File: src/rtl/pe_v5_vec_mac_pkg.sv
// pe_pkg: beat mode encoding and the result fit (saturate or wrap) helper.
package pe_pkg;
  typedef enum logic {PE_PASS = 1'b0, PE_ACC = 1'b1} pe_mode_e;
  localparam int FIT_W = 128;
  function automatic logic signed [FIT_W-1:0] fit(input logic signed [FIT_W-1:0] x, input int unsigned w, input bit sat);
    logic signed [FIT_W-1:0] hi, lo;
    hi = (FIT_W'(1) <<< (w - 1)) - FIT_W'(1);
    lo = ~hi;
    return !sat ? x : x > hi ? hi : x < lo ? lo : x;
  endfunction
endpackage

File: src/rtl/pe_v5_vec_mac_lane.sv
// pe_v5_lane: one lane; stage-1 registered product, stage-2 add into pass result or accumulator.
module pe_v5_lane import pe_pkg::*; #(
  parameter int REG_WIDTH = 16,
  parameter int ACC_WIDTH = 40,
  parameter bit SAT       = 1
) (
  input  logic                        clk,
  input  logic                        rst,
  input  logic signed [REG_WIDTH-1:0] a_i,
  input  logic signed [REG_WIDTH-1:0] b_i,
  input  logic signed [REG_WIDTH-1:0] c_i,
  input  logic                        s2_i,
  input  pe_mode_e                    mode_i,
  input  logic                        last_i,
  input  logic                        clr_i,
  output logic        [REG_WIDTH-1:0] c_o
);
  localparam int PW = 2 * REG_WIDTH;
  (* use_dsp = "yes" *) logic signed [PW-1:0] p_q;
  logic signed [REG_WIDTH-1:0] c_q;
  logic signed [ACC_WIDTH-1:0] acc_q, acc_d;
  logic signed [PW:0] pass_d;
  logic [REG_WIDTH-1:0] res_d;
  always_comb begin
    acc_d  = (clr_i ? '0 : acc_q) + ACC_WIDTH'(p_q);
    pass_d = (PW + 1)'(c_q) + (PW + 1)'(p_q);
    res_d  = REG_WIDTH'(fit(mode_i == PE_ACC ? FIT_W'(acc_d) : FIT_W'(pass_d), REG_WIDTH, SAT));
  end
  always_ff @(posedge clk) begin
    if (rst) begin
      p_q   <= '0;
      c_q   <= '0;
      acc_q <= '0;
      c_o   <= '0;
    end else begin
      p_q <= a_i * b_i;
      c_q <= c_i;
      if (s2_i && mode_i == PE_ACC) acc_q <= acc_d;
      if (s2_i && (mode_i == PE_PASS || last_i)) c_o <= res_d;
    end
  end
endmodule

File: src/rtl/pe_v5_vec_mac.sv
// pe_v5_vec_mac: vector multiply-accumulate PE with systolic forwarding of a/b and beat control.
module pe_v5_vec_mac import pe_pkg::*; #(
  parameter int REG_WIDTH = 16,
  parameter int VECTOR    = 4,
  parameter int ACC_WIDTH = 40,
  parameter bit B_BCAST   = 1,
  parameter bit SAT       = 1
) (
  input  logic                               clk,
  input  logic                               rst,
  input  logic                               in_valid,
  input  logic                               mode,
  input  logic                               last,
  input  logic [VECTOR-1:0][REG_WIDTH-1:0]   a_in,
  input  logic [VECTOR-1:0][REG_WIDTH-1:0]   b_in,
  input  logic [VECTOR-1:0][REG_WIDTH-1:0]   c_in,
  output logic                               out_valid,
  output logic [VECTOR-1:0][REG_WIDTH-1:0]   a_out,
  output logic [VECTOR-1:0][REG_WIDTH-1:0]   b_out,
  output logic                               mode_out,
  output logic                               last_out,
  output logic                               c_valid,
  output logic [VECTOR-1:0][REG_WIDTH-1:0]   c_out
);
  if (ACC_WIDTH < 2 * REG_WIDTH) begin : g_bad_acc
    $error("ACC_WIDTH must be at least 2*REG_WIDTH");
  end
  logic [VECTOR-1:0][REG_WIDTH-1:0] b_sel;
  logic v1_q, last1_q, clr_q, cv_q;
  pe_mode_e mode1_q;
  for (genvar g = 0; g < VECTOR; g++) begin : g_lane
    assign b_sel[g] = B_BCAST ? b_in[0] : b_in[g];
    pe_v5_lane #(.REG_WIDTH(REG_WIDTH), .ACC_WIDTH(ACC_WIDTH), .SAT(SAT)) u_lane (
      .clk(clk), .rst(rst), .a_i(a_in[g]), .b_i(b_sel[g]), .c_i(c_in[g]),
      .s2_i(v1_q), .mode_i(mode1_q), .last_i(last1_q), .clr_i(clr_q), .c_o(c_out[g])
    );
  end
  assign c_valid = cv_q;
  always_ff @(posedge clk) begin
    if (rst) begin
      out_valid <= 1'b0;
      a_out     <= '0;
      b_out     <= '0;
      mode_out  <= 1'b0;
      last_out  <= 1'b0;
      v1_q      <= 1'b0;
      mode1_q   <= PE_PASS;
      last1_q   <= 1'b0;
      clr_q     <= 1'b1;
      cv_q      <= 1'b0;
    end else begin
      out_valid <= in_valid;
      a_out     <= a_in;
      b_out     <= b_sel;
      mode_out  <= mode;
      last_out  <= last;
      v1_q      <= in_valid;
      mode1_q   <= pe_mode_e'(mode);
      last1_q   <= last;
      cv_q      <= v1_q && (mode1_q == PE_PASS || last1_q);
      // the last beat of a dot product arms a fresh start for the next ACC beat
      if (v1_q && mode1_q == PE_ACC) clr_q <= last1_q;
    end
  end
endmodule

File: config.mk
export PLATFORM = sky130hd
export DESIGN_NAME = pe_v5_vec_mac
export DESIGN_NICKNAME = d
export VERILOG_FILES = /design/src/rtl/pe_v5_vec_mac_pkg.sv /design/src/rtl/pe_v5_vec_mac_lane.sv /design/src/rtl/pe_v5_vec_mac.sv
export SDC_FILE = /design/constraint.sdc
export NUM_CORES = 2
export LEC_CHECK = 0
export ABC_AREA = 1
export CAP_MARGIN = 20
export CORE_UTILIZATION = 30
export CTS_BUF_LIST = sky130_fd_sc_hd__clkbuf_8
export DETAILED_ROUTE_END_ITERATION = 8
export MAX_ROUTING_LAYER = met4
export SLEW_MARGIN = 20
export SYNTH_ARGS = -nofsm -noshare
export SYNTH_HDL_FRONTEND = slang
export SYNTH_HIERARCHICAL = 1
export SYNTH_SLANG_ARGS = --single-unit
File: constraint.sdc
create_clock -name clk -period 17.5 [get_ports clk]
set_clock_uncertainty 0.15 [all_clocks]
set_input_delay 5.25 -clock clk [delete_from_list [all_inputs] [get_ports clk]]
set_output_delay 5.25 -clock clk [all_outputs]
set_load 0.01 [all_outputs]
# Word level (Yosys, flattened, before mapping)
# Cells that the tools add are included.
[word_totals] in_bits=197 reg_bits=501 output_inout_bits=196 word_cells=66
[op_classes] multipliers=4 n_reduce_logical=3 magnitude_cmp=8 n_mux=16 n_addsub=8 bitwise_logic=1
[ops] op="128-bit by 16-bit greater-than comparator with 1-bit output, second input constant" count=4
[ops] op="128-bit by 16-bit less-than comparator with 1-bit output, second input constant" count=4
[ops] op="128-bit 2-to-1 mux" count=4
[ops] op="40-bit adder" count=4
[ops] op="40-bit 2-to-1 mux" count=4
[ops] op="16-bit by 32-bit adder with 33-bit output" count=4
[ops] op="16-bit by 16-bit multiplier with 32-bit output" count=4
[ops] op="16-bit 2-to-1 mux" count=8
[ops] op="1-bit logical AND" count=2
[ops] op="1-bit logical OR" count=1
[ops] op="1-bit NOT" count=1

# Depth between registers and ports, before layout
[depth] depth_word=6 mapped_depth=31 mapped_depth_nobuf=29

# By module
# Netlist, hierarchy kept.
[by_module_without_submodules] module="pe_v5_lane (g_lane[3].u_lane)" area_per_inst_um2=20314.5 instances=1 seq_area_each_um2=2082.0 cells_each=3117
[by_module_without_submodules] module="pe_v5_lane (g_lane[1].u_lane)" area_per_inst_um2=20268.2 instances=1 seq_area_each_um2=2082.0 cells_each=3107
[by_module_without_submodules] module="pe_v5_lane (g_lane[0].u_lane)" area_per_inst_um2=20220.6 instances=1 seq_area_each_um2=2082.0 cells_each=3106
[by_module_without_submodules] module="pe_v5_lane (g_lane[2].u_lane)" area_per_inst_um2=20139.3 instances=1 seq_area_each_um2=2082.0 cells_each=3076
[by_module_without_submodules] module="pe_v5_vec_mac" area_per_inst_um2=2803.9 instances=1 seq_area_each_um2=1701.6 cells_each=316

# Least setup slack after synthesis
# No wires, ideal clock.
[synth_path] path_kind="in2reg" from="input b_in[5] (netlist bit)" to="register g_lane[0].u_lane.p_q[31]" path_slack_ps=6318 t_arrival_ps=10962 path_stages=22 required_ps=17280 setup_ps=70 path_cell_list="clkbuf_1 > clkbuf_1 > nand2_1 > fa_1 > inv_1 > fa_1 > inv_1 > fa_1 > inv_1 > fa_1 > fa_1 > inv_1 > fa_1 > inv_1 > ha_1 > a21oi_1 > o21ai_0 > a21oi_1 > o211ai_1 > a211oi_1 > o21ai_0 > a21oi_1"
[synth_between] elab_chain_cells=1
[synth_lines] item="start, declared" line_no="pe_v5_vec_mac.sv:15" rtl="input logic [VECTOR-1:0][REG_WIDTH-1:0] b_in,"
[synth_lines] item="16-bit by 16-bit multiplier with 32-bit output" line_no="pe_v5_vec_mac_lane.sv:36" rtl="p_q <= a_i * b_i;"
[synth_lines] item="end signal, assigned" line_no="pe_v5_vec_mac_lane.sv:36"
[synth_lines] item="end, declared" line_no="pe_v5_vec_mac_lane.sv:19" rtl="(* use_dsp = \"yes\" *) logic signed [PW-1:0] p_q;"
# Every way passes these cells.
# A chain may end at the register's enable or synchronous reset.

# Worst setup path in the final report
[layout_path] from="input b_in[15] (netlist bit)" to="register g_lane[1].u_lane.p_q[28]"
[layout_between] elab_chain_cells=1
[layout_lines] item="16-bit by 16-bit multiplier with 32-bit output" line_no="pe_v5_vec_mac_lane.sv:36"
[layout_lines] item="end signal, assigned" line_no="pe_v5_vec_mac_lane.sv:36"
[layout_lines] item="end, declared" line_no="pe_v5_vec_mac_lane.sv:19"
# Every way passes these cells.

==> impl_table.tex <==
\begin{tabular}{lr}
\hline
Metric & Value \\
\hline
\multicolumn{2}{l}{\textbf{Synthesis}} \\
Part of the Yosys area used for sequential elements & 12.0\% \\
Synth area leaders & sky130\_fd\_sc\_hd\_\_fa\_1 25\%, sky130\_fd\_sc\_hd\_\_nand2\_1 16\%, sky130\_fd\_sc\_hd\_\_inv\_1 15\%, sky130\_fd\_sc\_hd\_\_dfxtp\_1 12\%, sky130\_fd\_sc\_hd\_\_ha\_1 9.1\% \\
Mapped Nets & 14587 \\
Leading cell type by number of instances after synthesis & sky130\_fd\_sc\_hd\_\_nand2\_1 \\
Netlist area before placement & 83700 sq um \\
Count of flip-flops with a built-in enable after synthesis & 0 \\
Total number of yosys warnings & 6 \\
Number of synthesized register bits & 501 \\
Share of the synthesized area in the top cell type & 25.2\% \\
Library cell with the largest summed area after synthesis & sky130\_fd\_sc\_hd\_\_fa\_1 \\
Mean instance size in the synthesized netlist & 6.58 sq um \\
Most used flip-flop cell after synthesis & sky130\_fd\_sc\_hd\_\_dfxtp\_1 \\
Distinct cell type count after synthesis & 61 \\
Syn Inst Count & 12722 \\
Top cell types by occurrence after synthesis & 3534 x sky130\_fd\_sc\_hd\_\_nand2\_1, 3458 x sky130\_fd\_sc\_hd\_\_inv\_1, 1056 x sky130\_fd\_sc\_hd\_\_fa\_1 \\
Ys async rst share & 0\% \\
\multicolumn{2}{l}{\textbf{Power}} \\
Peak supply drop & 0.234 mV \\
Seq pwr share & 9.3\% \\
P\_int & 7.68 mW \\
Total power & 17.8 mW \\
Leak pwr & 53.1 nW \\
Clock Power Share & 8.6\% \\
Power Density & 192 nW/um\^{}2 \\
Proportion of total power due to net switching & 56.9\% \\
Combinational Power Share & 82.0\% \\
Power spent charging and discharging nets & 10.1 mW \\
\multicolumn{2}{l}{\textbf{STA}} \\
Min setup slack post-route & 6.03 ns \\
Number of endpoints with negative hold slack in the final report & 0 \\
Hold Slack & 0.321 ns \\
Final setup vio count & 0 \\
Fraction of the cycle the final worst path needs & 65.5\% \\
Worst relative slew slack & 19.7\% \\
Final min period & 11.47 ns \\
Peak Freq & 87.2 MHz \\
Unrepaired setup endpoints after global routing & false \\
Slew of the pin with the lowest slew margin & 1.20 ns \\
Sum of negative setup slack & 0 ns \\
Number of slew-limit violations in the final report & 0 \\
\multicolumn{2}{l}{\textbf{Drt}} \\
Total wire length after detailed routing & 261000 um \\
DRC violation count after routing & 0 \\
Routed length per instance & 15.7 um \\
Vias per std cell & 4.46 \\
Iteration count of the initial detailed-routing pass & 6 \\
DRC violation total after the first TritonRoute iteration & 4944 \\
Post-route ant nets & 0 \\
DR vias & 74164 \\
\multicolumn{2}{l}{\textbf{Setup path}} \\
Worst Setup End Kind & flip-flop \\
Arrival time at the worst endpoint & 12.15 ns \\
Crit start category & primary input \\
Worst Setup Path Type & in -> reg \\
Maximum fanout along the worst path & 17 \\
WP data required & 18.18 ns \\
\multicolumn{2}{l}{\textbf{CTS}} \\
Worst-path clk slew & 0.06 ns \\
Num CTS Buffers & 109 \\
Longest Clk Path Bufs & 4 \\
Count of instances resized after the clock tree is built & 0 \\
Number of sinks on the clock net & 501 \\
Post-CTS Hold Fix Bufs & 0 \\
Setup bufs post-CTS & 0 \\
TritonCTS clock tree & yes \\
Later-pin clock latency in the skew report & 0.97 ns \\
H-Tree Depth & 3 \\
CTS Root Cell & sky130\_fd\_sc\_hd\_\_clkbuf\_8 \\
\multicolumn{2}{l}{\textbf{Final layout}} \\
Final Net Count & 14683 \\
Post-route core utilization & 33.5\% \\
Relative area change from synthesis to final layout & 10.9\% \\
Combined area of the multi-input logic cells & 58600 sq um \\
Area taken by flip-flops and latches & 10000 sq um \\
Fillcell total & 30491 \\
Fraction of layout cells with a size suffix above 1 & 4.74\% \\
\multicolumn{2}{l}{\textbf{Global route}} \\
Pin count of the biggest net entering global routing & 118 \\
Vias in the first global route & 73039 \\
Number of antenna violations at the first check in global routing & 8 \\
First-pass GRT wire length & 412000 um \\
Total global-route track usage & 19.1\% \\
Overflow after GRT & 0 \\
\multicolumn{2}{l}{\textbf{Placement}} \\
Placed wire-length estimate & 212000 um \\
Count of buffers from port buffering & 344 \\
Post-placement setup slack & 5.13 ns \\
Weighted congestion reported at the end of routability-driven placement & 0.964 \\
\multicolumn{2}{l}{\textbf{Die}} \\
Floorplan die area & 281000 sq um \\
Std cell rows & 193 \\
Initial Utilization & 30.2\% \\
Die width & 530 um \\
Boundary Pins & 393 \\
Floorplan die height & 530 um \\
Floorplan core area & 277000 sq um \\
\multicolumn{2}{l}{\textbf{Hold path}} \\
Worst min path class & reg -> reg \\
\multicolumn{2}{l}{\textbf{Job}} \\
MaxCap Viol Count & 0 \\
\multicolumn{2}{l}{\textbf{Outcome}} \\
Result of the run & finished clean \\
\hline
\end{tabular}
## routing by layer
metal	GRT usage, %	vias to the layer above	part of all wire, %
li1	-	37404	-
met1	26.6	34747	49
met2	30.0	1738	44
met3	1.86	275	5.1
met4	4.17	0	2.1
met5	-	-	0
## cell usage in the layout, fill, tap and decap left out, types with 67 or more instances in the layout
cell type | synthesis | layout
sky130_fd_sc_hd__nand2_1 | 3534 | 3534
sky130_fd_sc_hd__inv_1 | 3458 | 3475
sky130_fd_sc_hd__fa_1 | 1056 | 1056
sky130_fd_sc_hd__nor2_1 | 921 | 921
sky130_fd_sc_hd__ha_1 | 612 | 612
sky130_fd_sc_hd__dfxtp_1 | 501 | 499
sky130_fd_sc_hd__a21oi_1 | 489 | 489
sky130_fd_sc_hd__nand3_1 | 454 | 454
sky130_fd_sc_hd__o21ai_0 | 361 | 361
sky130_fd_sc_hd__clkdlybuf4s50_1 | 0 | 327
sky130_fd_sc_hd__clkbuf_8 | 4 | 135
sky130_fd_sc_hd__nand2_2 | 117 | 117
sky130_fd_sc_hd__xor2_1 | 90 | 90
sky130_fd_sc_hd__o211ai_1 | 89 | 89
sky130_fd_sc_hd__buf_4 | 51 | 74
sky130_fd_sc_hd__nor2_2 | 71 | 71
sky130_fd_sc_hd__xnor2_1 | 67 | 67
## critical path, cell delays in order
cell and delay (ns):
sky130_fd_sc_hd__clkdlybuf4s50_1 0.46, sky130_fd_sc_hd__buf_4 0.25, sky130_fd_sc_hd__inv_1 0.40, sky130_fd_sc_hd__or2_2 0.44, sky130_fd_sc_hd__fa_1 0.51, sky130_fd_sc_hd__fa_1 0.57
sky130_fd_sc_hd__inv_1 0.07, sky130_fd_sc_hd__fa_1 0.52, sky130_fd_sc_hd__fa_1 0.54, sky130_fd_sc_hd__fa_1 0.58, sky130_fd_sc_hd__inv_1 0.06, sky130_fd_sc_hd__fa_1 0.54
sky130_fd_sc_hd__inv_1 0.05, sky130_fd_sc_hd__ha_1 0.38, sky130_fd_sc_hd__a21oi_1 0.28, sky130_fd_sc_hd__o221ai_1 0.20, sky130_fd_sc_hd__nand2_1 0.10, sky130_fd_sc_hd__nand3_1 0.11
sky130_fd_sc_hd__a31o_2 0.24, sky130_fd_sc_hd__a21oi_1 0.16, sky130_fd_sc_hd__o21ai_0 0.09, sky130_fd_sc_hd__a21oi_1 0.33
## worst paths after layout
path                                                        startpoint                                endpoint  slack [ns]  cells after the start
worst max-delay path                                          b_in[15]     g_lane[1].u_lane/p_q[28]$_SDFF_PP0_        6.03                     22
worst min-delay path            g_lane[1].u_lane/acc_q[0]$_SDFFE_PP0P_  g_lane[1].u_lane/acc_q[0]$_SDFFE_PP0P_        0.32                      2
worst max register to register                      clr_q$_SDFFE_PP1P_    g_lane[3].u_lane/c_o[3]$_SDFFE_PP0P_       12.55                     19
worst min register to register  g_lane[1].u_lane/acc_q[0]$_SDFFE_PP0P_  g_lane[1].u_lane/acc_q[0]$_SDFFE_PP0P_        0.32                      2
## logic make-up after synthesis
| kind of cell | after synthesis | synth area share (%) |
|---|---|---|
| and+or+nand+nor | 5334 | 26.1 |
| adders and majority gates | 1668 | 34.4 |
| DFF | 501 | 12.0 |
| buffers and inverters | 3925 | 18.1 |
| xor gates and xnor gates | 160 | 1.70 |
| muxes | 13 | 0.155 |
| AOI/OAI and AO/OA | 1121 | 7.59 |
## metrics by stage
stage	instance area, sq um	instances
2_1_floorplan	83700	12722
4_1_cts	92800	16610
3_5_place_dp	90300	16412
6_report	92800	16614
3_3_place_gp	90300	16412
5_1_grt	92800	16612
## area by class of cell
cell class	instances	area share [%]
clock inverters	63	0.717
multi-input cells	8296	63.1
flip-flops and latches	501	10.8
well taps	3705	4.99
diodes	4	0.0108
clock buffers	135	2.00
inverters	3501	14.2
repair buffers	409	4.21
## sequential cells by signal, indices dropped and copies added (netlist names)
signal,flops
clr_q,1
v1_q,1
g_lane.u_lane/c_o,64
g_lane.u_lane/p_q,128
a_out,64
c_valid,1
b_out,16
g_lane.u_lane/c_q,64
mode1_q,1
g_lane.u_lane/acc_q,160
last1_q,1
## power groups by stage
stage | sequential (mW) | clock [mW] | combinational, mW
finish | 1.66 | 1.54 | 14.6
global route | 1.66 | 1.64 | 17.0
CTS | 1.66 | 1.61 | 14.7
detailed placement | 1.68 | 0 | 14.6
global placement | 1.69 | 0 | 14.5
floorplan | 1.51 | 0 | 11.3
No activity file was read; power rests on OpenSTA's default activity.
